`src/rtl/uart_pkg.sv`:
```
// Shared UART definitions: FSM states, bit-time counter width, frame length helper.
// Latency: n/a (types and pure functions only).
// Backpressure: n/a.
package uart_pkg;

  // Receive/transmit engine frame states
  typedef enum logic [1:0] {
    IDLE  = 2'd0,
    START = 2'd1,
    DATA  = 2'd2
  } state_t;

  // Width of the bit-time counter and of the k (bit time - 1) input
  localparam int BTW = 19;

  // Number of samples after the start bit: data bits, optional parity, stop.
  // Returns 8..10.
  function automatic logic [3:0] frame_bits(input logic eight, input logic pen);
    return 4'd8 + {3'd0, eight} + {3'd0, pen};
  endfunction

endpackage

```
`src/rtl/rx_bit_timer.sv`:
```
// Bit-time counter for the UART receiver with half-bit and full-bit compares against k.
// Latency: compare outputs are combinational from the registered count.
// Backpressure: none; counts whenever enabled, clear has priority over enable.
module rx_bit_timer
  import uart_pkg::*;
(
  input  logic           clk,
  input  logic           rst,
  input  logic           i_en,
  input  logic           i_clr,
  input  logic [BTW-1:0] i_k,
  output logic           o_half,
  output logic           o_full
);

  logic [BTW-1:0] r_cnt;

  // Free-running count while enabled; cleared at every sample point and in idle
  always_ff @(posedge clk or posedge rst) begin
    if (rst) begin
      r_cnt <= '0;
    end else if (i_clr) begin
      r_cnt <= '0;
    end else if (i_en) begin
      r_cnt <= r_cnt + 1'b1;
    end
  end

  // Half-bit point locates the middle of the start bit; full-bit point spaces later samples
  assign o_half = (r_cnt == (i_k >> 1));
  assign o_full = (r_cnt == i_k);

endmodule

```
`src/rtl/receive_engine.sv`:
```
// UART receive engine: synchronizes rx, reassembles start/data/parity/stop frames, flags errors.
// Latency: rx_s is 2 clocks behind rx; outputs update 1 clock after the stop-bit sample.
// Backpressure: none; a frame completing while rx_rdy is still set overwrites the byte and sets ovf.
module receive_engine
  import uart_pkg::*;
(
  input  logic           clk,
  input  logic           rst,
  input  logic           rx,
  input  logic           eight,
  input  logic           pen,
  input  logic           ohel,
  input  logic [BTW-1:0] k,
  input  logic           read,
  output logic [7:0]     rx_data,
  output logic           rx_rdy,
  output logic           perr,
  output logic           ferr,
  output logic           ovf
);

  // Synchronizer and edge-detect flops
  logic       r_rx_meta;
  logic       r_rx_s;
  logic       r_rx_s_d1;

  // Frame FSM
  state_t     r_state;
  state_t     w_next_state;

  // Bit timer control/status
  logic       w_tmr_en;
  logic       w_tmr_clr;
  logic       w_half;
  logic       w_full;

  // Sample capture
  logic [3:0] r_bitcnt;
  logic [9:0] r_shift;
  logic [9:0] w_shift_next;
  logic       w_sample;
  logic       w_done;
  logic [3:0] w_nbits;

  // Field extraction and checks
  logic [9:0] w_frame;
  logic [7:0] w_data;
  logic       w_par_bit;
  logic       w_stop;
  logic       w_par_calc;
  logic       w_perr_new;
  logic       w_ferr_new;

  // Output registers
  logic [7:0] r_rx_data;
  logic       r_rx_rdy;
  logic       r_perr;
  logic       r_ferr;
  logic       r_ovf;

  // Two-flop synchronizer plus one delay flop for falling-edge detect; idle-high reset
  always_ff @(posedge clk or posedge rst) begin
    if (rst) begin
      r_rx_meta <= 1'b1;
      r_rx_s    <= 1'b1;
      r_rx_s_d1 <= 1'b1;
    end else begin
      r_rx_meta <= rx;
      r_rx_s    <= r_rx_meta;
      r_rx_s_d1 <= r_rx_s;
    end
  end

  rx_bit_timer u_timer (
    .clk    (clk),
    .rst    (rst),
    .i_en   (w_tmr_en),
    .i_clr  (w_tmr_clr),
    .i_k    (k),
    .o_half (w_half),
    .o_full (w_full)
  );

  assign w_nbits = frame_bits(eight, pen);

  // FSM state register
  always_ff @(posedge clk or posedge rst) begin
    if (rst) begin
      r_state <= IDLE;
    end else begin
      r_state <= w_next_state;
    end
  end

  // FSM next-state and per-cycle controls: timer enable/clear, sample strobe, frame done
  always_comb begin
    w_next_state = r_state;
    w_tmr_en     = 1'b0;
    w_tmr_clr    = 1'b0;
    w_sample     = 1'b0;
    w_done       = 1'b0;
    case (r_state)
      IDLE: begin
        w_tmr_clr = 1'b1;
        // Requires a high-to-low transition, so a line stuck low never restarts a frame
        if (r_rx_s_d1 && !r_rx_s) begin
          w_next_state = START;
        end
      end
      START: begin
        w_tmr_en = 1'b1;
        if (w_half) begin
          w_tmr_clr    = 1'b1;
          // High at mid-start means the falling edge was a glitch
          w_next_state = r_rx_s ? IDLE : DATA;
        end
      end
      DATA: begin
        w_tmr_en = 1'b1;
        if (w_full) begin
          w_tmr_clr = 1'b1;
          w_sample  = 1'b1;
          if (r_bitcnt == (w_nbits - 4'd1)) begin
            w_done       = 1'b1;
            w_next_state = IDLE;
          end
        end
      end
      default: begin
        w_next_state = IDLE;
      end
    endcase
  end

  // Samples enter at the MSB so the first bit drifts toward the LSB
  assign w_shift_next = {r_rx_s, r_shift[9:1]};

  // Bit counter and shift register; the counter is held at zero outside DATA
  always_ff @(posedge clk or posedge rst) begin
    if (rst) begin
      r_bitcnt <= '0;
      r_shift  <= '0;
    end else if (r_state != DATA) begin
      r_bitcnt <= '0;
    end else if (w_sample) begin
      r_bitcnt <= r_bitcnt + 4'd1;
      r_shift  <= w_shift_next;
    end
  end

  // Right-align the frame (including the stop sample taken this cycle) so bit 0 is the first data bit
  assign w_frame    = w_shift_next >> (4'd10 - w_nbits);
  assign w_data     = {eight ? w_frame[7] : 1'b0, w_frame[6:0]};
  assign w_par_bit  = eight ? w_frame[8] : w_frame[7];
  assign w_stop     = w_frame[w_nbits - 4'd1];
  // Bit 7 of w_data is 0 in 7-bit mode, so XOR over all eight is the 7-bit parity too
  assign w_par_calc = ^w_data;
  assign w_perr_new = pen & (w_par_bit != (w_par_calc ^ ohel));
  assign w_ferr_new = ~w_stop;

  // Processor-side holding registers; a frame completion wins over read, read clears status
  always_ff @(posedge clk or posedge rst) begin
    if (rst) begin
      r_rx_data <= 8'h00;
      r_rx_rdy  <= 1'b0;
      r_perr    <= 1'b0;
      r_ferr    <= 1'b0;
      r_ovf     <= 1'b0;
    end else if (w_done) begin
      r_rx_data <= w_data;
      r_perr    <= w_perr_new;
      r_ferr    <= w_ferr_new;
      r_rx_rdy  <= 1'b1;
      // A read in the same cycle consumed the old byte, so nothing was lost
      r_ovf     <= r_rx_rdy & ~read;
    end else if (read) begin
      r_rx_rdy  <= 1'b0;
      r_perr    <= 1'b0;
      r_ferr    <= 1'b0;
      r_ovf     <= 1'b0;
    end
  end

  assign rx_data = r_rx_data;
  assign rx_rdy  = r_rx_rdy;
  assign perr    = r_perr;
  assign ferr    = r_ferr;
  assign ovf     = r_ovf;

endmodule

```
`config.mk`:
```
export PLATFORM = sky130hd
export DESIGN_NAME = receive_engine
export DESIGN_NICKNAME = d
export VERILOG_FILES = /design/src/rtl/uart_pkg.sv /design/src/rtl/rx_bit_timer.sv /design/src/rtl/receive_engine.sv
export SDC_FILE = /design/constraint.sdc
export NUM_CORES = 1
export LEC_CHECK = 0
export ABC_AREA = 1
export BUFFER_PORTS_ARGS = -buffer_cell sky130_fd_sc_hd__buf_2
export CAP_MARGIN = 15
export CORE_MARGIN = 4
export CORE_UTILIZATION = 59
export DETAILED_ROUTE_END_ITERATION = 10
export GPL_TIMING_DRIVEN = 0
export PLACE_DENSITY = 0.8
export SLEW_MARGIN = 20
export SYNTH_ARGS = -nofsm -noshare
export SYNTH_HDL_FRONTEND = slang
export SYNTH_SLANG_ARGS = --single-unit
```
`constraint.sdc`:
```
create_clock -name clk -period 2.6 [get_ports clk]
set_clock_uncertainty 0.15 [all_clocks]
set_input_delay 0.26 -clock clk [delete_from_list [all_inputs] [get_ports clk]]
set_output_delay 0.26 -clock clk [all_outputs]
set_load 0.02 [all_outputs]
```
==> metrics.cfg <==
[status]
run_status = finished clean

[layout]
layout.area.seq_um2 = 1230
most-common-layout-cells = 149 x nand2_1, 46 x dfrtp_1, 45 x nand3_1
finish.net_count = 529
drive_above_1_share_pct = 16.2
post_route_cell_area_um2 = 3750
areaGrowthSynthToFinish_pct = 13.0
utilization_pct = 68.5
final-instance-count-excl-fill = 571
most_frequent_standard_cell_in_the_layout_excluding_fill_and_tap_cells = nand2_1
antennaDiodeCount = 0
num-fill-cells = 466
multiInputGateArea_um2 = 1800

[sta]
unrepaired_setup_endpoints_after_global_routing = no
finalHoldViolations = 0
slew_viol_final = 0
period_needed_ns = 2.13
final_setup_fails = 0
setup-tns-final_ns = 0
timing.max_slew.rel_slack_pct = 61.2
worst_slew_pin_slew_ns = 0.579
max_freq_mhz = 470
final.period_utilization_pct = 81.9

[placement]
placedCellCount = 561
gp_congestion = 0.880
total_half_perimeter_wirelength_after_legalization_and_detailed_placement_um = 5460
port_buffers = 37
placed_area_um2 = 3610

[floorplanning]
initial_utilization_pct = 60.6
core_rows = 27
core_area_um2 = 5470
top_level_pins = 38
die_y_um = 83.0
die-area_um2 = 6880
die_width_um = 83.0

[synthesis]
synth_edf_count = 0
syn_inst = 451
synth.net_count = 482
synth.lib_cells_used.distinct = 36
ys_dominant_reg_cell = dfrtp_1
ys_warn_count = 0
asyncSetResetFlopFracSynth_pct = 100
yosysSeqAreaShare_pct = 37.1
syn_avg_cell_area_um2 = 7.35
netlist_area_um2 = 3320
postSynthRegisterBits = 49

[setup_path]
critical_path.max_fanout = 10
crit_path_end_kind = flip-flop
critPathMostFrequentCell = nand2_1
crit_slowest_cell = buf_1
critical_path_arrival_ns = 2.17
slowest_delay_ns = 0.35
critical_path_required_ns = 2.64
cp_cell_instances = buf_2 -> inv_1 -> ha_1 -> nand2_1 -> buf_1 -> nand3_1 -> nand2_1 -> nand2_1 -> nand2_1 -> nand3_1 -> nand2_1 -> nand2_1 -> nand3_1 -> nand2_1
setup.worst_path.class = in2reg
setup.worst_path.start_class = input port

[clock_tree]
cts_resized = 0
cts.sinks = 49
worst_setup_hold_path_clk_slew_ns = 0.08
clock_tree_from_tritoncts = built
clock_latency_ns = 0.30
cts-root-buf = clkbuf_8
cts_max_level = 2
cts_inserted_buffers = 5
ctsLongestPathBuffers = 2

[routing]
route.detailed.vias_per_inst = 5.07
detailroute.wirelength.met3_um = 390
drt_drc_violations_left = 0
drt-initial-drc-count = 185
postRouteAntennaNets = 0
wl_um = 6880
vias = 2894
wire_per_inst_um = 12.1
m1WireLength_um = 3410
detailedRoute.firstPassIterationCount = 5
met2_length_um = 3000
dr.max_layer_used = met4

[global_routing]
global_route_wire_length_before_repair_um = 12200
antenna_found_initial = 0
grt_max_degree = 30
grtUsageTotal_pct = 21.0
globalRouteOverflowTotal = 0
grt_pass1_vias = 2718

[power_and_ir_drop]
power_density_nw_per_um2 = 532
vdd_drop_max_mv = 0.369
leakagePower_nw = 1.98

[flow_run]
max-cap-violations = 0

[worst_hold_path]
worstHoldPathType = in2reg

## critical path: cells and delay by family
kind                       cells  cell delay [ns]
buffers and inverters          3             0.60
adders and majority gates      1             0.31
and+or+nand+nor               10             0.99
## stage by stage
| step | power (W) | hold WS, ns | setup WS [ns] |
|---|---|---|---|
| detailed placement | 0.00144 | 0.147 | 0.170 |
| finish | 0.00199 | 0.0869 | 0.471 |
| global placement | 0.00143 | 0.196 | 0.247 |
| floorplan | 0.00132 | 0.114 | 0.642 |
| CTS | 0.00201 | 0.0797 | 0.500 |
| global route | 0.00213 | 0.127 | 0.240 |
## state kept, by name (all words and copies together) (netlist names)
name           count
ferr               1
ovf                1
perr               1
r_bitcnt           4
r_rx_meta          1
r_rx_s             1
r_rx_s_d1          1
r_shift            9
r_state            2
rx_data            8
rx_rdy             1
u_timer.r_cnt     19
## cell usage after synthesis (all sizes together), types with 5 or more instances
cell,n,area [µm²]
inv,41,154
or2,5,31.3
nand4,10,62.6
xnor2,27,251
xor2,16,140
nor3,8,55.1
ha,5,62.6
nand2,151,582
o21ai,22,110
nand3,46,243
nor2,40,165
buf,15,126
dfrtp,46,1150
## worst paths after layout
path | slack, ns | depth (start not counted) | end | start
setup / recovery | 0.47 | 14 | perr | pen
max in group asynchronous | 1.37 | 4 | r_rx_s | rst
setup reg to reg | 0.49 | 10 | u_timer.r_cnt[10] | u_timer.r_cnt[3]
hold / removal | 0.09 | 4 | ovf | read
hold reg to reg | 0.21 | 0 | r_rx_s | r_rx_meta
min in group asynchronous | 0.36 | 3 | u_timer.r_cnt[9] | rst
## repair_timing
action / in CTS / in global routing
hold buffers: 2 / 0
endpoints found under the hold margin: 21 / 0
setup buffers: 0 / 0
## routing by layer
| metal | track usage, % | up-vias |
|---|---|---|
| li1 | - | 1521 |
| met1 | 30.7 | 1286 |
| met2 | 32.1 | 78 |
| met3 | 4.17 | 9 |
| met4 | 5.35 | 0 |
| met5 | 0 | - |
## cell families after synthesis
kind of cell    synth area share (%)
simple gates                    35.2
xor+xnor                        11.8
flops                           37.1
buf+inv                         8.72
compound gates                  5.32
fa+ha+maj                       1.89
## where the power goes
part | total, W | switching [W] | leakage [nW] | internal (W)
Clock | 0.000554 | 0.000241 | 0.0585 | 0.000314
Combinational | 0.000552 | 0.000301 | 1.27 | 0.000250
Sequential | 0.000889 | 0.0000697 | 0.646 | 0.000819
## layout make-up
class                           instances  area share (%)
Clock buffer                            7            2.30
Multi-Input combinational cell        344            47.9
Clock inverter                          1           0.801
Sequential cell                        49            32.8
Timing Repair Buffer                   40            6.01
Tap cell                               72            2.40
Buffer                                 16            3.51
Inverter                               42            4.21
No activity file was read; power rests on OpenSTA's default activity.
